===== src/rtl/subleq_core.sv =====
// subleq_core: SUBLEQ execution engine and sole master of a 2R/1W 64x32
// data memory. Each instruction is FETCH -> DECODE -> EXEC (3 cycles),
// plus stall cycles in EXEC while waiting for an input byte.
//
// Instruction word: A=[5:0], B=[13:8], C=[21:16]; all other bits ignored.
// mem[A] <= mem[A] - mem[B]; if the result is <= 0, pc <= C, else pc <= pc+1.
// A taken branch to 63 halts.
//
// Optional feature macro: SUBLEQ_IO_EN (operand address 62 maps to I/O).
//
// Ports:
//   clk, rst_n                 clock, async active-low reset
//   run                        start/resume level
//   busy, halted, pc           registered status
//   mem_w_ena/addr/data        memory write port (EXEC commit cycle only)
//   mem_ra_addr/mem_ra_data    read port A (data valid one cycle after addr)
//   mem_rb_addr/mem_rb_data    read port B (data valid one cycle after addr)
//   in_data, in_valid, in_ready   input byte handshake (I/O builds)
//   out_data, out_valid        registered output byte and one-cycle strobe
module subleq_core #(
  parameter logic [5:0] RESET_PC = 6'd0
) (
  input  logic        clk,
  input  logic        rst_n,
  input  logic        run,
  output logic        busy,
  output logic        halted,
  output logic [5:0]  pc,
  output logic        mem_w_ena,
  output logic [5:0]  mem_w_addr,
  output logic [31:0] mem_w_data,
  output logic [5:0]  mem_ra_addr,
  input  logic [31:0] mem_ra_data,
  output logic [5:0]  mem_rb_addr,
  input  logic [31:0] mem_rb_data,
  input  logic [7:0]  in_data,
  input  logic        in_valid,
  output logic        in_ready,
  output logic [7:0]  out_data,
  output logic        out_valid
);

  localparam int unsigned AW    = 6;
  localparam int unsigned DW    = 32;
  localparam int unsigned A_LSB = 0;
  localparam int unsigned B_LSB = 8;
  localparam int unsigned C_LSB = 16;
  localparam logic [AW-1:0] HALT_ADDR = 6'h3F;

  typedef enum logic [2:0] {
    S_IDLE,
    S_FETCH,
    S_DECODE,
    S_EXEC,
    S_HALT
  } state_t;

  state_t        r_state;
  state_t        w_state_next;
  logic [AW-1:0] r_pc;
  logic [AW-1:0] w_pc_next;
  logic [AW-1:0] r_a;
  logic [AW-1:0] r_b;
  logic [AW-1:0] r_c;
  logic          r_busy;
  logic          r_halted;
  logic [DW-1:0] w_opa;
  logic [DW-1:0] w_opb;
  logic [DW-1:0] w_diff;
  logic          w_taken;
  logic          w_a_io;
  logic          w_b_io;
  logic          w_stall;
  logic          w_commit;

  // Operand selection: memory, or the I/O port at address 62
`ifdef SUBLEQ_IO_EN
  localparam int unsigned BW = 8;
  localparam logic [AW-1:0] IO_ADDR = 6'h3E;

  assign w_a_io  = (r_a == IO_ADDR);
  assign w_b_io  = (r_b == IO_ADDR);
  assign w_stall = w_b_io && !in_valid;
  assign w_opa   = w_a_io ? '0 : mem_ra_data;
  assign w_opb   = w_b_io ? {{(DW-BW){in_data[BW-1]}}, in_data} : mem_rb_data;
`else
  logic w_unused_io;

  assign w_a_io      = 1'b0;
  assign w_b_io      = 1'b0;
  assign w_stall     = 1'b0;
  assign w_opa       = mem_ra_data;
  assign w_opb       = mem_rb_data;
  assign w_unused_io = ^{in_data, in_valid};
`endif

  // Wrapping subtract; "<= 0" means sign bit set or all zero
  assign w_diff  = w_opa - w_opb;
  assign w_taken = w_diff[DW-1] || (w_diff == '0);

  // State register
  always_ff @(posedge clk or negedge rst_n) begin
    if (!rst_n) r_state <= S_IDLE;
    else        r_state <= w_state_next;
  end

  // Next state, pc update and memory port drive
  always_comb begin
    w_state_next = r_state;
    w_pc_next    = r_pc;
    w_commit     = 1'b0;
    mem_ra_addr  = '0;
    mem_rb_addr  = '0;
    mem_w_ena    = 1'b0;
    mem_w_addr   = '0;
    mem_w_data   = '0;
    in_ready     = 1'b0;
    case (r_state)
      S_IDLE: begin
        if (run) w_state_next = S_FETCH;
      end
      S_FETCH: begin
        mem_ra_addr  = r_pc;
        w_state_next = S_DECODE;
      end
      S_DECODE: begin
        // Operand addresses come straight from the instruction word now on the bus
        mem_ra_addr  = mem_ra_data[A_LSB +: AW];
        mem_rb_addr  = mem_ra_data[B_LSB +: AW];
        w_state_next = S_EXEC;
      end
      S_EXEC: begin
        mem_ra_addr = r_a;
        mem_rb_addr = r_b;
        mem_w_addr  = r_a;
        mem_w_data  = w_diff;
        if (!w_stall) begin
          w_commit  = 1'b1;
          mem_w_ena = !w_a_io;
          in_ready  = w_b_io;
          if (w_taken) begin
            w_pc_next = r_c;
            if (r_c == HALT_ADDR) w_state_next = S_HALT;
            else if (run)         w_state_next = S_FETCH;
            else                  w_state_next = S_IDLE;
          end else begin
            w_pc_next    = r_pc + AW'(1);
            w_state_next = run ? S_FETCH : S_IDLE;
          end
        end
      end
      S_HALT: begin
        if (run) begin
          w_pc_next    = RESET_PC;
          w_state_next = S_FETCH;
        end
      end
      default: w_state_next = S_IDLE;
    endcase
  end

  // pc, decoded fields and registered status
  always_ff @(posedge clk or negedge rst_n) begin
    if (!rst_n) begin
      r_pc     <= RESET_PC;
      r_a      <= '0;
      r_b      <= '0;
      r_c      <= '0;
      r_busy   <= 1'b0;
      r_halted <= 1'b0;
    end else begin
      r_pc <= w_pc_next;
      if (r_state == S_DECODE) begin
        r_a <= mem_ra_data[A_LSB +: AW];
        r_b <= mem_ra_data[B_LSB +: AW];
        r_c <= mem_ra_data[C_LSB +: AW];
      end
      r_busy   <= (w_state_next == S_FETCH) || (w_state_next == S_DECODE) ||
                  (w_state_next == S_EXEC);
      r_halted <= (w_state_next == S_HALT);
    end
  end

  // Output byte register, pulsed for one cycle after a commit with A == 62
`ifdef SUBLEQ_IO_EN
  logic          r_out_valid;
  logic [BW-1:0] r_out_data;

  always_ff @(posedge clk or negedge rst_n) begin
    if (!rst_n) begin
      r_out_valid <= 1'b0;
      r_out_data  <= '0;
    end else begin
      r_out_valid <= w_commit && w_a_io;
      if (w_commit && w_a_io) r_out_data <= w_diff[BW-1:0];
    end
  end

  assign out_valid = r_out_valid;
  assign out_data  = r_out_data;
`else
  logic w_unused_commit;

  assign out_valid       = 1'b0;
  assign out_data        = '0;
  assign w_unused_commit = w_commit;
`endif

  assign busy   = r_busy;
  assign halted = r_halted;
  assign pc     = r_pc;

endmodule


===== config.mk =====
export PLATFORM = sky130hd
export DESIGN_NAME = subleq_core
export DESIGN_NICKNAME = d
export VERILOG_FILES = /design/src/rtl/subleq_core.sv
export SDC_FILE = /design/constraint.sdc
export NUM_CORES = 1
export LEC_CHECK = 0
export ABC_AREA = 1
export BUFFER_PORTS_ARGS = -buffer_cell sky130_fd_sc_hd__buf_2
export CELL_PAD_IN_SITES_DETAIL_PLACEMENT = 1
export CELL_PAD_IN_SITES_GLOBAL_PLACEMENT = 2
export CORE_MARGIN = 4
export CORE_UTILIZATION = 25
export DETAILED_ROUTE_END_ITERATION = 8
export PLACE_DENSITY_LB_ADDON = 0.2
export REMOVE_ABC_BUFFERS = 1
export SYNTH_ARGS = -nofsm -noshare
export SYNTH_HDL_FRONTEND = slang
export SYNTH_SLANG_ARGS = --single-unit
export TNS_END_PERCENT = 30

===== constraint.sdc =====
create_clock -name clk -period 2.2 [get_ports clk]
set_input_delay 0.33 -clock clk [delete_from_list [all_inputs] [get_ports clk]]
set_output_delay 0.33 -clock clk [all_outputs]
set_load 0.01 [all_outputs]

# After elaboration in Yosys (flattened, before gate mapping)
# Cells that the tools add are included.
[word_totals] inputBits=76 reg_bits=29 elab_cells=40
[classes] muxes=13 eq_ne=10 add_sub_neg=2 reduce_logical=8
[op_table] operator="$logic_not 32->1" n=1
[op_table] operator="$mux 32" n=1
[op_table] operator="$sub 32x32->32" n=1
[op_table] operator="$pmux 6 s2" n=2
[op_table] operator="$mux 6" n=3
[op_table] operator="$pmux 6 s3" n=1
[op_table] operator="$eq 3x2->1 const B" n=4
[op_table] operator="$pmux 3 s4" n=1
[op_table] operator="$mux 3" n=3
[op_table] operator="$add 6x1->6 const B" n=1
[op_table] operator="$eq 3x1->1 const B" n=2
[op_table] operator="$eq 3x3->1 const B" n=2
[op_table] operator="$eq 6x6->1 const B" n=1
[op_table] operator="$logic_not 3->1" n=1
[op_table] operator="$logic_or 1x1->1" n=3
[op_table] operator="$mux 1" n=2
[op_table] operator="$ne 2x2->1 const B" n=1
[op_table] operator="$reduce_and 2->1" n=1
[op_table] operator="$reduce_bool 2->1" n=1
[op_table] operator="$reduce_or 2->1" n=1

# Depth between registers and ports, before layout
[logic_depth] depth_word=8 depth_mapped=23

# Least setup slack after synthesis
# No wires, ideal clock.
[synth_path] path_type="input to register" from="input mem_ra_data[0]" to="register r_busy (netlist: busy)" cell_stages=23 arrival_time_ps=2351 required_ps=2082 path_slack_ps=-268 n_path_buf=0 setup_ps=118 cell_sequence="inv_1 -> ha_1 -> fa_1 -> inv_1 -> nand3_1 -> nand2_2 -> nand2_1 -> nand2_1 -> nand3_1 -> nand2_1 -> nand2_1 -> nand2_1 -> nand2_1 -> nor2_1 -> nand2_1 -> nor2_1 -> nand2_2 -> nand2_4 -> nand2_2 -> nand2_1 -> nand2_1 -> nand2_1 -> nand2_1"
[synth_via] elab_chain_cells=8 elab_cells_between_ends=10 cone_classes="add/sub: 1; eq/ne: 3; mux: 2; reduce/logical: 4"
[synth_lines] element="start, declared" line_no="33" source="input logic [31:0] mem_ra_data,"
[synth_lines] element="$sub 32x32->32 (*)" line_no="98" source="assign w_diff = w_opa - w_opb;"
[synth_lines] element="$logic_not 32->1" line_no="99" source="assign w_taken = w_diff[DW-1] || (w_diff == '0);"
[synth_lines] element="$logic_or 1x1->1 (*)" line_no="99"
[synth_lines] element="$mux 3 (*)" line_no="141" source="if (w_taken) begin"
[synth_lines] element="$pmux 3 s4 (*)" line_no="118" source="case (r_state)"
[synth_lines] element="$eq 3x1->1 or $eq 3x2->1 (tied branches)" line_no="178" source="r_busy <= (w_state_next == S_FETCH) || (w_state_next == S_DECODE) ||"
[synth_lines] element="$logic_or 1x1->1" line_no="178"
[synth_lines] element="$logic_or 1x1->1 (*)" line_no="178"
[synth_lines] element="end signal, assigned" line_no="178"
[synth_lines] element="end, declared" line_no="65" source="logic r_busy;"
# Every way passes the cells marked *; elsewhere a longest branch is shown, timed or not.
# A chain may end at the register's enable or synchronous reset.

# Worst setup path in the final report
[layout_path] from="input mem_ra_data[0]" to="output mem_w_data[22]"
[layout_via] elab_chain_cells=2
[layout_lines] element="$sub 32x32->32" line_no="98"
[layout_lines] element="$mux 32" line_no="118"
[layout_lines] element="end, declared" line_no="31" source="output logic [31:0] mem_w_data,"
# No other way between the ends.

==> impl_metrics.yaml <==
run_status:
  status: "complete, but fails checks"
  violations: "negative setup slack"
layout:
  layout_commonest_cell: "nand2_1"
  area_growth_pct: 63.36
  fillers: 2279
  drive_gt1_share_pct: 41.42
  finalCoreUtilization_pct: 42.16
  mostFrequentLayoutCells: "nand2_1 (214), inv_1 (162), buf_2 (120)"
  nets: 1140
  diodes: 0
  fin_area_sq_mm: 0.007091
critical_path:
  worstSetupPathType: "in2out"
  crit_arrival_ps: 2160
  crit_required_ps: 1870
  crit_path_start_kind: "primary input"
  endpoint_kind: "output pin"
  r2r_setup_slack_ps: 660
  cp_max_fo: 3
global_routing:
  grt_start_max_net_pins: 42
  grt_pass1_wl_mm: 29.08
  grt_pass1_vias: 5815
  globalRouteOverflowTotal: 0
  grt.total_usage_pct: 18.10
  grt_antenna_before_repair: 0
drt:
  dr.pass1.iters: 4
  drc: 0
  via_per_inst: 4.361
  dr.first_iter.drc_count: 149
  wire_per_inst_um: 14.40
  num_vias: 5456
  drtAntennaViolNets: 0
  wl_mm: 18.02
timing:
  rsz0062_at_grt: "yes"
  worst_pin_slew_ps: 700.8
  fin_ws_ps: -285.4
  hold_viol: 0
  period_share_pct: 113.0
  min_period_ps: 2485
  max_slew_margin_pct: 53.28
  worst_clock_skew_ps: 5.857
  finalSetupViolations: 32
  tns_ps: -5226
  slew_viol_final: 0
  fmax_ghz: 0.4024
placed_design:
  io_buffer_count: 125
  gp_congestion: 0.8235
  place_area_sq_mm: 0.006030
  hpwl_mm: 14.97
  pre_cts_ws_ps: -786.1
clock_tree:
  cts_sinks: 29
  cts_tree: "yes"
  clockBufferDepth: 2
  insertion_delay_ps: 280
  cts_made_buffers: 5
  htree_levels: 2
  clk_pin_slew_worst_paths_ps: 50
  postCtsHoldBufs: 0
  cts_root_buf: "clkbuf_16"
floorplan:
  rows: 47
  core_area_sq_mm: 0.01682
  die_x_um: 139.8
  start_util_pct: 25.81
  die_y_um: 139.8
  io_pins: 145
  dieArea_sq_mm: 0.01953
power_and_ir_drop:
  seqPwrFrac_pct: 20.2
  switching_share_pct: 47.42
  p_comb_share_pct: 66.3
  power_mw: 4.840
  p_clk_share_pct: 13.5
  p_sw_mw: 2.295
  p_int_mw: 2.545
  p_leak_nw: 4.071
  powerDensity_mw_per_mm2: 682.6
  peakVddDrop_mv: 0.6592
synthesis:
  yosys_warnings: 0
  netlist_area_sq_mm: 0.004340
  syn_avg_cell_area_sq_um: 5.529
  synth_cells: 785
  ys_ff_latch: 29
  yosysSeqAreaShare_pct: 16.72
  synth.distinct_cells: 35
min_path:
  hp-class: "in2async"
run:
  cap_violations: 0
[critical path, stage by stage]
cell,delay [ps]
buf_8,80
inv_4,30
ha_4,150
fa_2,370
inv_2,90
buf_4,110
buf_6,100
nand2_4,50
nand3_4,80
buf_4,110
nand3_1,90
nand3_1,100
nand2_2,70
buf_4,130
a21oi_1,120
buf_2,150
[power by group through the flow]
stage               clock, mW  sequential [mW]  combinational, mW
global placement            0            0.977               2.82
CTS                     0.669            0.977               3.09
finish                  0.653            0.978               3.21
global route            0.693             1.01               3.58
floorplan                   0            0.944               1.51
detailed placement          0            0.984               2.85
[cell usage after synthesis (all sizes together)]
cell type  instances  area share (%)
nand2            280              26
inv              181              16
nor2              87             7.8
a21oi             38             4.5
nand3             36             4.4
o21ai             36             4.2
ha                33             9.5
dfrtp             29              17
xor2              11             2.8
buf               10             1.7
nor3               8             1.4
clkbuf             7            0.61
xnor2              7             1.4
nand3b             6             1.0
nand4              5            0.72
and2               3            0.43
a21boi             1            0.26
a21o               1            0.17
a31oi              1            0.14
and3               1            0.14
conb               1           0.086
fa                 1            0.46
o21a               1            0.17
o22ai              1            0.14
[flip-flops by register name, summed over array words and instances, names as in the netlist]
register	cells
busy	1
r_c	6
pc	6
r_b	6
halted	1
r_a	6
r_state	3
[path summary, 6_finish.rpt]
check,depth (start not counted),to,start
worst max-delay path,16,mem_w_data[22],mem_ra_data[0]
worst min-delay path,1,r_a[3]$_DFFE_PN0N_,rst_n
worst max register to register,6,pc[3]$_DFFE_PN0P_,r_state[0]$_DFF_PN0_
worst min register to register,2,r_c[2]$_DFFE_PN0N_,r_c[2]$_DFFE_PN0N_
max in group asynchronous,1,r_c[5]$_DFFE_PN0N_,rst_n
min in group clk,3,r_c[4]$_DFFE_PN0N_,mem_ra_data[20]
[cells by family after synthesis]
kind of cell	after synthesis	synth area share (%)
AO/OA/AOI/OAI	79	9.513
XOR/XNOR	18	4.238
adder cells (fa/ha/maj)	34	9.974
buffers and inverters	198	17.99
flip-flops	29	16.72
other	1	0.08640
AND/OR/NAND/NOR	426	41.48
[layer usage]
layer  GRT usage, %  part of all wire [%]  up-vias
met3          1.750                   3.1        8
met5              0                     0        -
met4          3.009                  0.71        0
li1               -                     -     2825
met1          24.83                    48     2532
met2          31.32                    48       91
[metrics by stage]
step / std cells / hold slack (ps)
after floorplan: 777 / 34.41
after global placement: 1234 / 406.3
after detailed placement: 1234 / 425.3
after CTS: 1248 / 123.5
after global routing: 1251 / 159.1
final: 1251 / 100.7
[layout make-up]
type,instances,area [sq um],area share [%]
multi-input combinational,567,3670,51.76
timing repair buffer,246,1597,22.52
sequential,29,725.7,10.23
inverter,181,686.9,9.688
tap,220,275.3,3.882
clock buffer,8,136.4,1.923
[timing repair]
action,CTS,global route
endpoints found under the hold margin,0,0
gates resized for setup,115,77
buffers inserted,6,3
setup endpoints to repair,49,47
pin swaps,27,39
Power figures use the tool's default switching activity.
